==> config.mk <==
export PLATFORM = sky130hd
export DESIGN_NAME = memory_stage
export DESIGN_NICKNAME = d
export VERILOG_FILES = /design/src/rtl/memory_stage.sv
export SDC_FILE = /design/constraint.sdc
export NUM_CORES = 1
export LEC_CHECK = 0
export BUFFER_PORTS_ARGS = -buffer_cell sky130_fd_sc_hd__buf_2
export CAP_MARGIN = 20
export CORE_AREA = 3 3 124 126
export CTS_CLUSTER_SIZE = 10
export DETAILED_ROUTE_END_ITERATION = 6
export DIE_AREA = 0 0 127 129
export GPL_ROUTABILITY_DRIVEN = 0
export GPL_TIMING_DRIVEN = 0
export PLACE_DENSITY = 0.84
export SYNTH_ARGS = -nofsm -noshare
export SYNTH_HDL_FRONTEND = slang
export SYNTH_SLANG_ARGS = --single-unit
==> constraint.sdc <==
create_clock -name clk -period 3.59 [get_ports clk]
set_input_delay 0.1795 -clock clk [delete_from_list [all_inputs] [get_ports clk]]
set_output_delay 0.1795 -clock clk [all_outputs]
set_load 0.005 [all_outputs]
==> src/rtl/memory_stage.sv <==
// memory_stage: data-cache access FSM with load extension, store lane steering and writeback register
module memory_stage #(
   parameter int DATA_WIDTH      = 32,
   parameter int READ_DATA_WIDTH = 5
) (
   input  logic                       clk,
   input  logic                       rst_n,
   input  logic                       en,
   input  logic                       valid_m,
   input  logic [DATA_WIDTH-1:0]      PCPlus4_m,
   input  logic [DATA_WIDTH-1:0]      ALUResult_m,
   input  logic [DATA_WIDTH-1:0]      WriteData_m,
   input  logic [READ_DATA_WIDTH-1:0] Rd_m,
   input  logic                       RegWrite_m,
   input  logic [1:0]                 ResultSrc_m,
   input  logic                       MemWrite_m,
   input  logic [2:0]                 MemCtrl_m,
   output logic                       dc_req,
   output logic                       dc_we,
   output logic [DATA_WIDTH-1:0]      dc_addr,
   output logic [DATA_WIDTH-1:0]      dc_wdata,
   output logic [3:0]                 dc_be,
   input  logic                       dc_ack,
   input  logic [DATA_WIDTH-1:0]      dc_rdata,
   output logic                       stall_m,
   output logic                       valid_w,
   output logic [DATA_WIDTH-1:0]      PCPlus4_w,
   output logic [DATA_WIDTH-1:0]      ALUResult_w,
   output logic [DATA_WIDTH-1:0]      ReadData_w,
   output logic [READ_DATA_WIDTH-1:0] Rd_w,
   output logic                       RegWrite_w,
   output logic [1:0]                 ResultSrc_w
);
   typedef enum logic [1:0] {IDLE, BUSY, DONE} state_t;
   state_t state, next;
   logic access, store;
   logic [DATA_WIDTH-1:0] hold, shifted, ld;
   logic [7:0] lb;
   logic [15:0] lh;
   assign access  = valid_m & (ResultSrc_m == 2'b01 | MemWrite_m);
   assign store   = valid_m & MemWrite_m;
   assign stall_m = access & (state != DONE);
   assign dc_req  = state == BUSY;
   assign dc_we   = store;
   assign dc_addr = {ALUResult_m[DATA_WIDTH-1:2], 2'b00};
   assign dc_be   = !store ? 4'b0000 :
                    MemCtrl_m[1:0] == 2'b00 ? 4'b0001 << ALUResult_m[1:0] :
                    MemCtrl_m[1:0] == 2'b01 ? 4'b0011 << {ALUResult_m[1], 1'b0} : 4'b1111;
   assign dc_wdata = MemCtrl_m[1:0] == 2'b00 ? {4{WriteData_m[7:0]}} :
                     MemCtrl_m[1:0] == 2'b01 ? {2{WriteData_m[15:0]}} : WriteData_m;
   assign shifted = dc_rdata >> {ALUResult_m[1:0], 3'b000};
   assign lb      = shifted[7:0];
   assign lh      = ALUResult_m[1] ? dc_rdata[31:16] : dc_rdata[15:0];
   assign ld      = MemCtrl_m == 3'b000 ? {{24{lb[7]}}, lb} :
                    MemCtrl_m == 3'b001 ? {{16{lh[15]}}, lh} :
                    MemCtrl_m == 3'b100 ? {24'b0, lb} :
                    MemCtrl_m == 3'b101 ? {16'b0, lh} : dc_rdata;
   always_comb begin
      next = state;
      next = state == IDLE ? (access ? BUSY : IDLE) :
             state == BUSY ? (dc_ack ? DONE : BUSY) : (en ? IDLE : DONE);
   end
   always_ff @(posedge clk or negedge rst_n) begin
      if (!rst_n) begin
         state <= IDLE;
         hold  <= '0;
      end else begin
         state <= next;
         if (state == BUSY && dc_ack) hold <= MemWrite_m ? '0 : ld;
      end
   end
   // stall_m already covers every access not yet in DONE
   always_ff @(posedge clk or negedge rst_n) begin
      if (!rst_n) begin
         valid_w     <= 1'b0;
         PCPlus4_w   <= '0;
         ALUResult_w <= '0;
         ReadData_w  <= '0;
         Rd_w        <= '0;
         RegWrite_w  <= 1'b0;
         ResultSrc_w <= '0;
      end else if (en && !stall_m) begin
         valid_w     <= valid_m;
         PCPlus4_w   <= PCPlus4_m;
         ALUResult_w <= ALUResult_m;
         ReadData_w  <= access ? hold : '0;
         Rd_w        <= Rd_m;
         RegWrite_w  <= valid_m & RegWrite_m;
         ResultSrc_w <= ResultSrc_m;
      end
   end
endmodule

# ---- After elaboration in Yosys (flattened, before gate mapping)
# Cells that the tools add are included.
# W data, S select, Z words.
dict set report totals {
  register_bits 139
  latchBits 0
  ram_bits 0
  mem_bits_ro 0
  inputBits 145
  output_inout_bits 176
  word_cells 47
  memories 0
}
dict set report op_classes {
  n_addsub 0
  multipliers 0
  n_div 0
  n_lt_le_gt_ge 0
  eq_ne 7
  shifts 3
  muxes 17
  bitwise 5
  reduce_logical 6
}
# cell count
set op_table {}
lappend op_table {{$mux W32} 8}
lappend op_table {{$shr A32 B5 Y8} 1}
lappend op_table {{$mux W16} 1}
lappend op_table {{$mux W4} 3}
lappend op_table {{$mux W2} 4}
lappend op_table {{$eq A2 B1 Y1 const B} 3}
lappend op_table {{$eq A3 B3 Y1 const B} 2}
lappend op_table {{$and A1 B1 Y1} 4}
lappend op_table {{$logic_not A2 Y1} 2}
lappend op_table {{$shl A1 B2 Y4 const A} 1}
lappend op_table {{$shl A2 B2 Y4 const A} 1}
lappend op_table {{$eq A3 B1 Y1 const B} 1}
lappend op_table {{$logic_not A3 Y1} 1}
lappend op_table {{$logic_and A1 B1 Y1} 2}
lappend op_table {{$ne A2 B2 Y1 const B} 1}
lappend op_table {{$logic_not A1 Y1} 1}
lappend op_table {{$mux W1} 1}
lappend op_table {{$or A1 B1 Y1} 1}

# ---- Logic depth before layout (Yosys ltp)
# Gate-level depths: netlist of run 1.
dict set report depth {
  ltp_word 6
  depth_mapped 7
  depth_no_buf 4
}

# ---- Worst setup path after synthesis of run 1
# No wires, ideal clock.
dict set report synth_timing {
  path_type {register to register}
  start {register state[1]}
  end {register PCPlus4_w[14]}
  setup_time_ns 0.125
  arrival_ns 1.543
  t_required_ns 3.465
  setup_slack_ns 1.922
  stages_incl_launch_ff 7
  path_buffers 2
  synth_period_minus_slack_ns 1.668
  cell_sequence {dfrtp_1 -> inv_1 -> nor2_2 -> o21ai_1 -> buf_2 -> buf_2 -> mux2_2}
}
dict set report synth_between {
  elab_chain_cells 4
}
# item line
set synth_lines {}
lappend synth_lines {{from (decl)} 35} ;# state_t state, next;
lappend synth_lines {{from (signal assigned)} 68} ;# state <= next;
lappend synth_lines {{$ne A2 B2 Y1} 42} ;# assign stall_m = access & (state != DONE);
lappend synth_lines {{$and A1 B1 Y1} 42}
lappend synth_lines {{$logic_not A1 Y1} 82} ;# end else if (en && !stall_m) begin
lappend synth_lines {{$logic_and A1 B1 Y1} 82}
lappend synth_lines {{to (signal assigned)} 84} ;# PCPlus4_w <= PCPlus4_m;
lappend synth_lines {{to (decl)} 27} ;# output logic [DATA_WIDTH-1:0] PCPlus4_w,
# Every way passes these cells.
# A chain may end at the register's enable or synchronous reset.

# ---- Final worst setup path of run 1
dict set report layout_timing {
  start {register state[1]}
  end {register PCPlus4_w[22]}
}
# Same word-level chain as after synthesis.

==> flow_summary.toml, run 1 <==
[worst_setup_path]
crit_arrival_ns = 2.46
path_class = "flip-flop to flip-flop"
critPathMaxFanout = 10
slowest_stage = "dfrtp_1"
path_cells = "inv_1, nor2_2, o21ai_1, buf_2, buf_2, mux2_2"
crit_top_cell = "buf_2"
cpPeakStageDelay_ns = 0.41
cp_top_family = "buffers and inverters"
cp-end-kind = "flip-flop"
critPathBufInv = 3
worstSetupStartpointType = "flip-flop"
crit_required_ns = 3.88

[die]
ios = 321
die_area_um2 = 16400
dieWidth_um = 127
fp.dieH_um = 129
initial_core_util_pct = 46.5
fp.coreArea_um2 = 14400
fp-row-count = 44

[place]
port_buffers = 315
place_area_um2 = 8550
dp_hpwl_um = 15700
dp.cells = 1057

[global_routing]
grt_pass1_wl_um = 32600
grt_use_total_pct = 25.8
first_global_vias = 6007
grt_overflow_total = 0
antenna_found_initial = 2
grt_max_degree = 72

[pwr]
pwr-share-clk_pct = 35.6
switching_share_pct = 26.9
powerDensity_nw_per_um2 = 505
p_comb_share_pct = 21.6
ir_worst_vdd_uv = 333
p_switching_mw = 1.28
p_int_mw = 3.47
leakagePower_nw = 4.81
total_power_mw = 4.75
seqPwrFrac_pct = 42.8

[layout]
antenna_cells = 0
fin_cells = 1115
final_cell_mix = "buf_2, dfrtp_1, mux2_2, buf_4, nand2_1"
layout_commonest_cell = "buf_2"
syn2layout_area_growth_pct = 40.2
fin_util_pct = 65.2
fill_cells = 1103
drive_gt1_share_pct = 59.3
fin_area_um2 = 9400
num-nets-final = 1065

[synth]
yosysUniqueCellTypes = 39
syn_avg_cell_area_um2 = 12.1
syn-cell-area_um2 = 6700
async_flop_share_pct = 100
synth_ff_type = "dfrtp_1"
ys_ff_latch = 139
yosysSeqAreaShare_pct = 51.9
yosysWarnings = 0
synth_edf_count = 0
syn-instance-count = 556

[detailed_routing]
vias = 5897
wire_per_inst_um = 19.0
dr.first_iter.drc_count = 386
ant_nets = 0
dr.pass1.iters = 6
wirelength_um = 21100
drc = 0
avgViaCountPerCell = 5.29

[sta]
worst_pin_slew_ns = 0.778
setup_tns_ns = 0
fmax_mhz = 459
finalClockSkew_ns = 0.0129
rsz0062_at_grt = "no"
relSlewSlack_pct = 47.4
setup_viol = 0
hold_violations = 0
period_minus_slack_ns = 2.18
period_share_pct = 60.6
maxSlewViolCount = 0

[run_status]
status = "finished, final reports clean"

[clock_tree]
clk_path_buf_depth = 2
cts_buffers = 17
post_cts_buffers = 0
ctsRootBufferMaster = "clkbuf_16"
cts_max_level = 4
clk_latency_ns = 0.41
cts_tree = "yes"
path_clk_slew_ns = 0.06
cts_sinks = 139

[worst_hold_path]
hold_path_class = "input port to flip-flop"

[flow_run]
cap_violations = 0
==> path summary, 6_finish.rpt <==
path                       slack [ns]  depth (start not counted)         endpoint       startpoint
min                              0.02                          2  ALUResult_w[21]  ALUResult_m[21]
max                              1.41                          6    PCPlus4_w[22]         state[1]
max in group asynchronous        2.46                          3         hold[28]            rst_n
max reg2reg                      1.41                          6    PCPlus4_w[22]         state[1]
min reg2reg                      0.48                          2         hold[23]         hold[23]
min in group asynchronous        0.37                          2    PCPlus4_w[23]            rst_n
==> area by class of cell <==
type                       instances  area (um2)  area share (%)
inverter                           6        22.5           0.240
tap                              184         230            2.45
timing repair buffer             344        1890            20.1
sequential                       139        3480            37.0
multi-input combinational        332        2710            28.9
clock inverter                     7        91.3           0.972
clock buffer                      23         478            5.09
buffer                            80         493            5.25
==> cell families after synthesis <==
family	share of synthesized area (%)
flip-flops	51.9
multiplexers	20.2
AO/OA/AOI/OAI	12.6
AND/OR/NAND/NOR	7.60
buffers and inverters	7.69
other	0.0559
==> registers in the layout, summed over array words and instances, names as in the netlist <==
signal,count
ALUResult_w,32
PCPlus4_w,32
Rd_w,5
ReadData_w,32
RegWrite_w,1
ResultSrc_w,2
hold,32
state,2
valid_w,1
==> cells in the mapped netlist (2+ instances only) <==
master / count / area share, %
dfrtp_1: 139 / 52
buf_4: 40 / 4.5
a22o_1: 8 / 1.0
o21ai_2: 10 / 1.3
nor2b_1: 5 / 0.47
mux2i_1: 17 / 2.5
o22ai_1: 8 / 0.75
nand4_1: 32 / 3.0
buf_2: 15 / 1.1
inv_1: 5 / 0.28
o21ai_0: 24 / 1.8
nor2_1: 22 / 1.2
a21oi_1: 3 / 0.22
a2bb2oi_1: 8 / 1.0
clkbuf_1: 23 / 1.3
mux2_2: 103 / 17
o21a_1: 2 / 0.22
a21bo_2: 32 / 4.8
nand2b_1: 2 / 0.19
nor2_2: 2 / 0.19
o21ai_1: 2 / 0.15
nand2_1: 37 / 2.1
==> metrics by stage <==
stage | worst slack, ns | hold WS (ns)
finish | 1.41 | 0.0184
global route | 1.24 | 0.00110
CTS | 1.37 | 0.00166
detailed placement | 1.31 | 0.223
global placement | 0.435 | 0.411
floorplan | 1.92 | -0.116
==> repair_timing <==
item | 4_1_cts | 5_1_grt
hold buffers | 27 | 1
endpoints found under the setup margin | 0 | 0
resized for setup | 0 | 0
endpoints found under the hold margin | 96 | 1
==> metal layers <==
| metal | track usage (%) | vias up | wire length, um |
|---|---|---|---|
| li1 | - | 2682 | - |
| met1 | 29.4 | 2849 | 7640 |
| met2 | 47.1 | 319 | 11300 |
| met3 | 6.72 | 43 | 1680 |
| met4 | 8.64 | 4 | 523 |
| met5 | 0 | - | 21 |
==> power by group through the flow <==
stage | Clock, mW | Combinational, mW | Sequential, mW
floorplan | 0 | 0.520 | 2.03
global placement | 0 | 0.968 | 2.03
detailed placement | 0 | 0.998 | 2.05
CTS | 1.72 | 1.03 | 2.02
global route | 1.80 | 1.13 | 2.07
finish | 1.69 | 1.03 | 2.03
Power figures use the tool's default switching activity.
==> inputs of run 2 (changes only) <==
==> config.mk (replaced) <==
export PLATFORM = sky130hd
export DESIGN_NAME = memory_stage
export DESIGN_NICKNAME = d
export VERILOG_FILES = /design/src/rtl/memory_stage.sv
export SDC_FILE = /design/constraint.sdc
export NUM_CORES = 1
export LEC_CHECK = 0
export ABC_AREA = 1
export BUFFER_PORTS_ARGS = -buffer_cell sky130_fd_sc_hd__buf_2
export CAP_MARGIN = 20
export CORE_MARGIN = 3
export CORE_UTILIZATION = 43
export CTS_CLUSTER_SIZE = 10
export DETAILED_ROUTE_END_ITERATION = 6
export GPL_ROUTABILITY_DRIVEN = 0
export GPL_TIMING_DRIVEN = 0
export PLACE_DENSITY = 0.82
export SYNTH_ARGS = -nofsm -noshare
export SYNTH_HDL_FRONTEND = slang
export SYNTH_SLANG_ARGS = --single-unit
==> constraint.sdc (replaced) <==
create_clock -name clk -period 1.82 [get_ports clk]
set_input_delay 0.091 -clock clk [delete_from_list [all_inputs] [get_ports clk]]
set_output_delay 0.091 -clock clk [all_outputs]
set_load 0.005 [all_outputs]
==> flow_summary.toml, run 2 <==
[run_status]
status = "finished, final reports clean"

[clock_tree]
cts_max_level = 4
cts_sinks = 139
cts_tree = "yes"
cts_buffers = 17
ctsRootBufferMaster = "clkbuf_16"
clk_path_buf_depth = 2
clk_latency_ns = 0.43
path_clk_slew_ns = 0.06

[synth]
synth_ff_type = "dfrtp_1"
synth_mux_area_share_pct = 0
async_flop_share_pct = 100
synth_area_leader_cell = "dfrtp_1"
synthAdderAreaFrac_pct = 0
netlist_top_cells_count = "nand2_1, dfrtp_1, o21ai_0, buf_4, inv_1"
yosysWarnings = 0
syn-cell-area_um2 = 6840
synth.most_common_cell = "nand2_1"
ys_ff_latch = 139
yosys-top-cells-area = "dfrtp_1, nand2_1, buf_4"
synth_compound_area_share_pct = 12.2
syn_avg_cell_area_um2 = 8.04
yosysUniqueCellTypes = 27
syn-instance-count = 851
synth_top_family_by_area = "simple AND/OR/NAND/NOR gates"
yosysSeqAreaShare_pct = 50.9
synthSimpleGateAreaFrac_pct = 25.4
netlist.area_leader.share_pct = 50.9
synth_edf_count = 0
synthXorXnorAreaFrac_pct = 0

[layout]
fin_cells = 1490
fill_cells = 1163
drive_gt1_share_pct = 35.1
final-seq-area_um2 = 3480
final_cell_mix = "nand2_1, buf_2, dfrtp_1, o21ai_0, dlygate4sd3_1"
fin_util_pct = 66.0
multi_input_area_um2 = 2580
fin_area_um2 = 10100
antenna_cells = 0
syn2layout_area_growth_pct = 48.2
num-nets-final = 1411
layout_commonest_cell = "nand2_1"

[global_routing]
antenna_found_initial = 1
first_global_vias = 7580
grt_pass1_wl_um = 40500
grt_overflow_total = 0
grt_max_degree = 81
grt_use_total_pct = 29.1

[die]
die_area_um2 = 17500
ios = 321
dieWidth_um = 132
fp.coreArea_um2 = 15400
fp-row-count = 45
initial_core_util_pct = 44.5
fp.dieH_um = 132

[worst_hold_path]
hold_path_class = "input port to flip-flop"
hold_depth = 3
hold_start = "dc_rdata[2]"

[detailed_routing]
vias = 7537
wire_per_inst_um = 17.4
avgViaCountPerCell = 5.06
wirelength_um = 25900
dr.first_iter.drc_count = 534
ant_nets = 0
drc = 0
dr.pass1.iters = 5

[flow_run]
cap_violations = 0

[worst_setup_path]
reg2regPathDepth = 9
path_class = "input port to flip-flop"
crit_start = "valid_m"
crit_arrival_ns = 1.99
cpPeakStageDelay_ns = 0.57
path_cells = "dlygate4sd3_1, buf_2, nand2_2, nand2_4, o21ai_2, nand2_4, inv_2, buf_2, nand2_1, nand2_1"
slowest_stage = "dlygate4sd3_1"
critPathMaxFanout = 10
cp-end-kind = "flip-flop"
worstSetupStartpointType = "input port"
r2r_start = "state[0]"
crit_required_ns = 2.17

[sta]
fmax_mhz = 612
period_minus_slack_ns = 1.63
finalClockSkew_ns = 0.0188
relSlewSlack_pct = 62.5
hold_violations = 0
maxSlewViolCount = 0
hold_ws_ns = 0.00156
period_share_pct = 89.8
rsz0062_at_grt = "no"
worst_pin_slew_ns = 0.562
setup_viol = 0

[place]
port_buffers = 317
dp.cells = 1381
dp_hpwl_um = 17300
place_area_um2 = 8730

[pwr]
ir_worst_vdd_uv = 650
powerDensity_nw_per_um2 = 1100
total_power_mw = 11.2
leakagePower_nw = 5.69
## run 2: timing repair
action                                  CTS  global route
hold buffers                             77             0
setup buffers                             0             0
hold endpoints to repair                134             0
gates resized for setup                   0             1
endpoints found under the setup margin    0             4
## run 2: path summary, 6_finish.rpt
check | endpoint | slack (ns)
worst max-delay path | ALUResult_w[3] | 0.19
worst min-delay path | hold[2] | 0.002
worst max register to register | hold[29] | 0.24
worst min register to register | PCPlus4_w[12] | 0.47
max in group asynchronous | ResultSrc_w[1] | 0.81
min in group asynchronous | ReadData_w[25] | 0.20
## run 2: stage by stage
stage / setup TNS (ns) / worst slack [ns]
global route: 0 / 0.0612
floorplan: 0 / 0.534
finish: 0 / 0.185
detailed placement: 0 / 0.233
CTS: 0 / 0.137
global placement: -175.33 / -1.27
## run 2: cell families after synthesis
kind of cell,count (synthesis)
flip-flops,139
AND/OR/NAND/NOR,431
other,1
AO/OA/AOI/OAI,143
buffers and inverters,137
## run 2: cell type report
cell class              count  share of cell area [%]
repair buffers            395                    23.6
clock inverters            13                    1.89
well taps                 211                    2.60
flip-flops and latches    139                    34.3
clock buffers              19                    4.37
multi-input cells         576                    25.5
plain buffers              80                    5.55
inverters                  57                    2.21
## run 2: report_power, final
part	total, mW	switching [mW]	internal [mW]
Sequential	4.38	0.457	3.93
Clock	3.71	1.37	2.34
Combinational	3.11	1.80	1.31
Total	11.2	3.63	7.58
## run 2: metal layers
layer  up-vias  part of all wire, %  GRT usage (%)
met1      3524                   35           31.2
met2       462                   51           52.7
met3        81                  9.4           8.32
met5         -                0.050              0
met4         2                  4.1           14.1
li1       3468                    -              -
## run 2: worst max-delay path: cells and delay by family
kind	cells	cell delay (ns)
AO/OA/AOI/OAI	1	0.12
AND/OR/NAND/NOR	5	0.63
buffers and inverters	4	1.13
==> inputs of run 3 (changes only) <==
--- a/config.mk
+++ b/config.mk
@@ -8,7 +8,7 @@
 export ABC_AREA = 1
 export BUFFER_PORTS_ARGS = -buffer_cell sky130_fd_sc_hd__buf_2
 export CAP_MARGIN = 20
-export CORE_MARGIN = 3
+export CORE_MARGIN = 2
 export CORE_UTILIZATION = 43
 export CTS_CLUSTER_SIZE = 10
 export DETAILED_ROUTE_END_ITERATION = 6
==> flow_summary.toml, run 3 (synthesis results as in run 2) <==
[run_status]
status = "finished, final reports clean"

[global_routing]
grt_use_total_pct = 29.6
top_usage_layer = "met2"
first_global_vias = 7324
use_met2_pct = 54.7
use_met3_pct = 8.28
grt_pass1_wl_um = 37900
grt_overflow_total = 0
antenna_found_initial = 2
grt_max_degree = 91
grt_use_met1_pct = 29.8

[sta]
hold_ws_ns = 0.0200
rsz0062_at_grt = "no"
period_minus_slack_ns = 1.67
worst_pin_slew_ns = 0.511
maxSlewViolCount = 0
layout_setup_ws_ns = 0.148
relSlewSlack_pct = 66.0
period_share_pct = 91.9
hold_violations = 0
fmax_mhz = 598
setup_tns_ns = 0
setup_viol = 0
finalClockSkew_ns = 0.0106

[layout]
fin_util_pct = 64.5
antenna_cells = 0
fin_area_um2 = 10100
syn2layout_area_growth_pct = 48.2
drive_gt1_share_pct = 35.1
num-nets-final = 1409
final_cell_mix = "nand2_1, buf_2, dfrtp_1, o21ai_0, dlygate4sd3_1"
layout_commonest_cell = "nand2_1"
fin_cells = 1493

[pwr]
seqPwrFrac_pct = 39.1
p_comb_share_pct = 27.5
leakagePower_nw = 5.69
powerDensity_nw_per_um2 = 1110
total_power_mw = 11.2
p_int_mw = 7.70
p_switching_mw = 3.52
pwr-share-clk_pct = 33.5
ir_worst_vdd_uv = 617
switching_share_pct = 31.4

[clock_tree]
post_cts_buffers = 0
cts_max_level = 4
clk_latency_ns = 0.42
path_clk_slew_ns = 0.06
clk_path_buf_depth = 2
cts_tree = "yes"
cts_buffers = 17
cts_sinks = 139
ctsRootBufferMaster = "clkbuf_16"

[worst_setup_path]
cp-end-kind = "flip-flop"
crit_required_ns = 2.16
critPathMaxFanout = 10
crit_arrival_ns = 2.01
worstSetupStartpointType = "flip-flop"
path_class = "flip-flop to flip-flop"

[die]
dieWidth_um = 130
fp-row-count = 46
die_area_um2 = 16900
fp.coreArea_um2 = 15700
initial_core_util_pct = 43.5
fp.dieH_um = 130
ios = 321

[flow_run]
cap_violations = 0

[detailed_routing]
ant_nets = 0
wire_per_inst_um = 17.1
vias = 7481
dr.pass1.iters = 5
avgViaCountPerCell = 5.01
dr.first_iter.drc_count = 513
wirelength_um = 25500
drc = 0

[place]
place_ws_ns = 0.147
dp_hpwl_um = 17200
port_buffers = 317
dp.cells = 1386
place_area_um2 = 8730

[worst_hold_path]
hold_path_class = "input port to flip-flop"
run 3: timing repair:
action / CTS / global route
setup endpoints to repair: 0 / 7
resized for setup: 0 / 3
endpoints found under the hold margin: 123 / 0
hold buffers: 75 / 0
run 3: area by class of cell:
type / instances / area, um2
plain buffers: 80 / 564
repair buffers: 393 / 2370
inverters: 57 / 224
fillers: 1234 / 5580
multi-input cells: 576 / 2580
well taps: 216 / 270
clock inverters: 11 / 191
flip-flops and latches: 139 / 3480
clock buffers: 21 / 450
run 3: layer usage:
layer | vias up | routed length (um)
met5 | - | 27
li1 | 3470 | -
met2 | 398 | 13100
met3 | 85 | 2190
met1 | 3524 | 8870
met4 | 4 | 1290
run 3: worst paths after layout:
path,startpoint,end,slack [ns],cells past startpoint
max in group asynchronous,rst_n,PCPlus4_w[2],0.85,3
setup reg to reg,state[1],hold[29],0.15,8
setup / recovery,state[1],hold[29],0.15,8
hold / removal,dc_rdata[0],hold[0],0.02,3
min in group asynchronous,rst_n,hold[26],0.17,2
hold reg to reg,ReadData_w[20],ReadData_w[20],0.48,2
run 3: power by group through the flow:
stage | clock network (mW) | logic (mW) | registers (mW)
after floorplan | 0 | 1.40 | 4.39
after global placement | 0 | 2.76 | 4.34
after detailed placement | 0 | 2.84 | 4.37
after CTS | 3.82 | 2.99 | 4.33
after global routing | 3.92 | 3.42 | 4.46
final | 3.76 | 3.08 | 4.38
run 3: critical path, stage by stage, from the launching register on:
cell and delay (ns):
dfrtp_1 0.41, nor2_4 0.13, nand2_2 0.19, nor2_4 0.30, nand2_4 0.13, inv_4 0.12
buf_6 0.14, nand2_1 0.08, o21ai_1 0.09
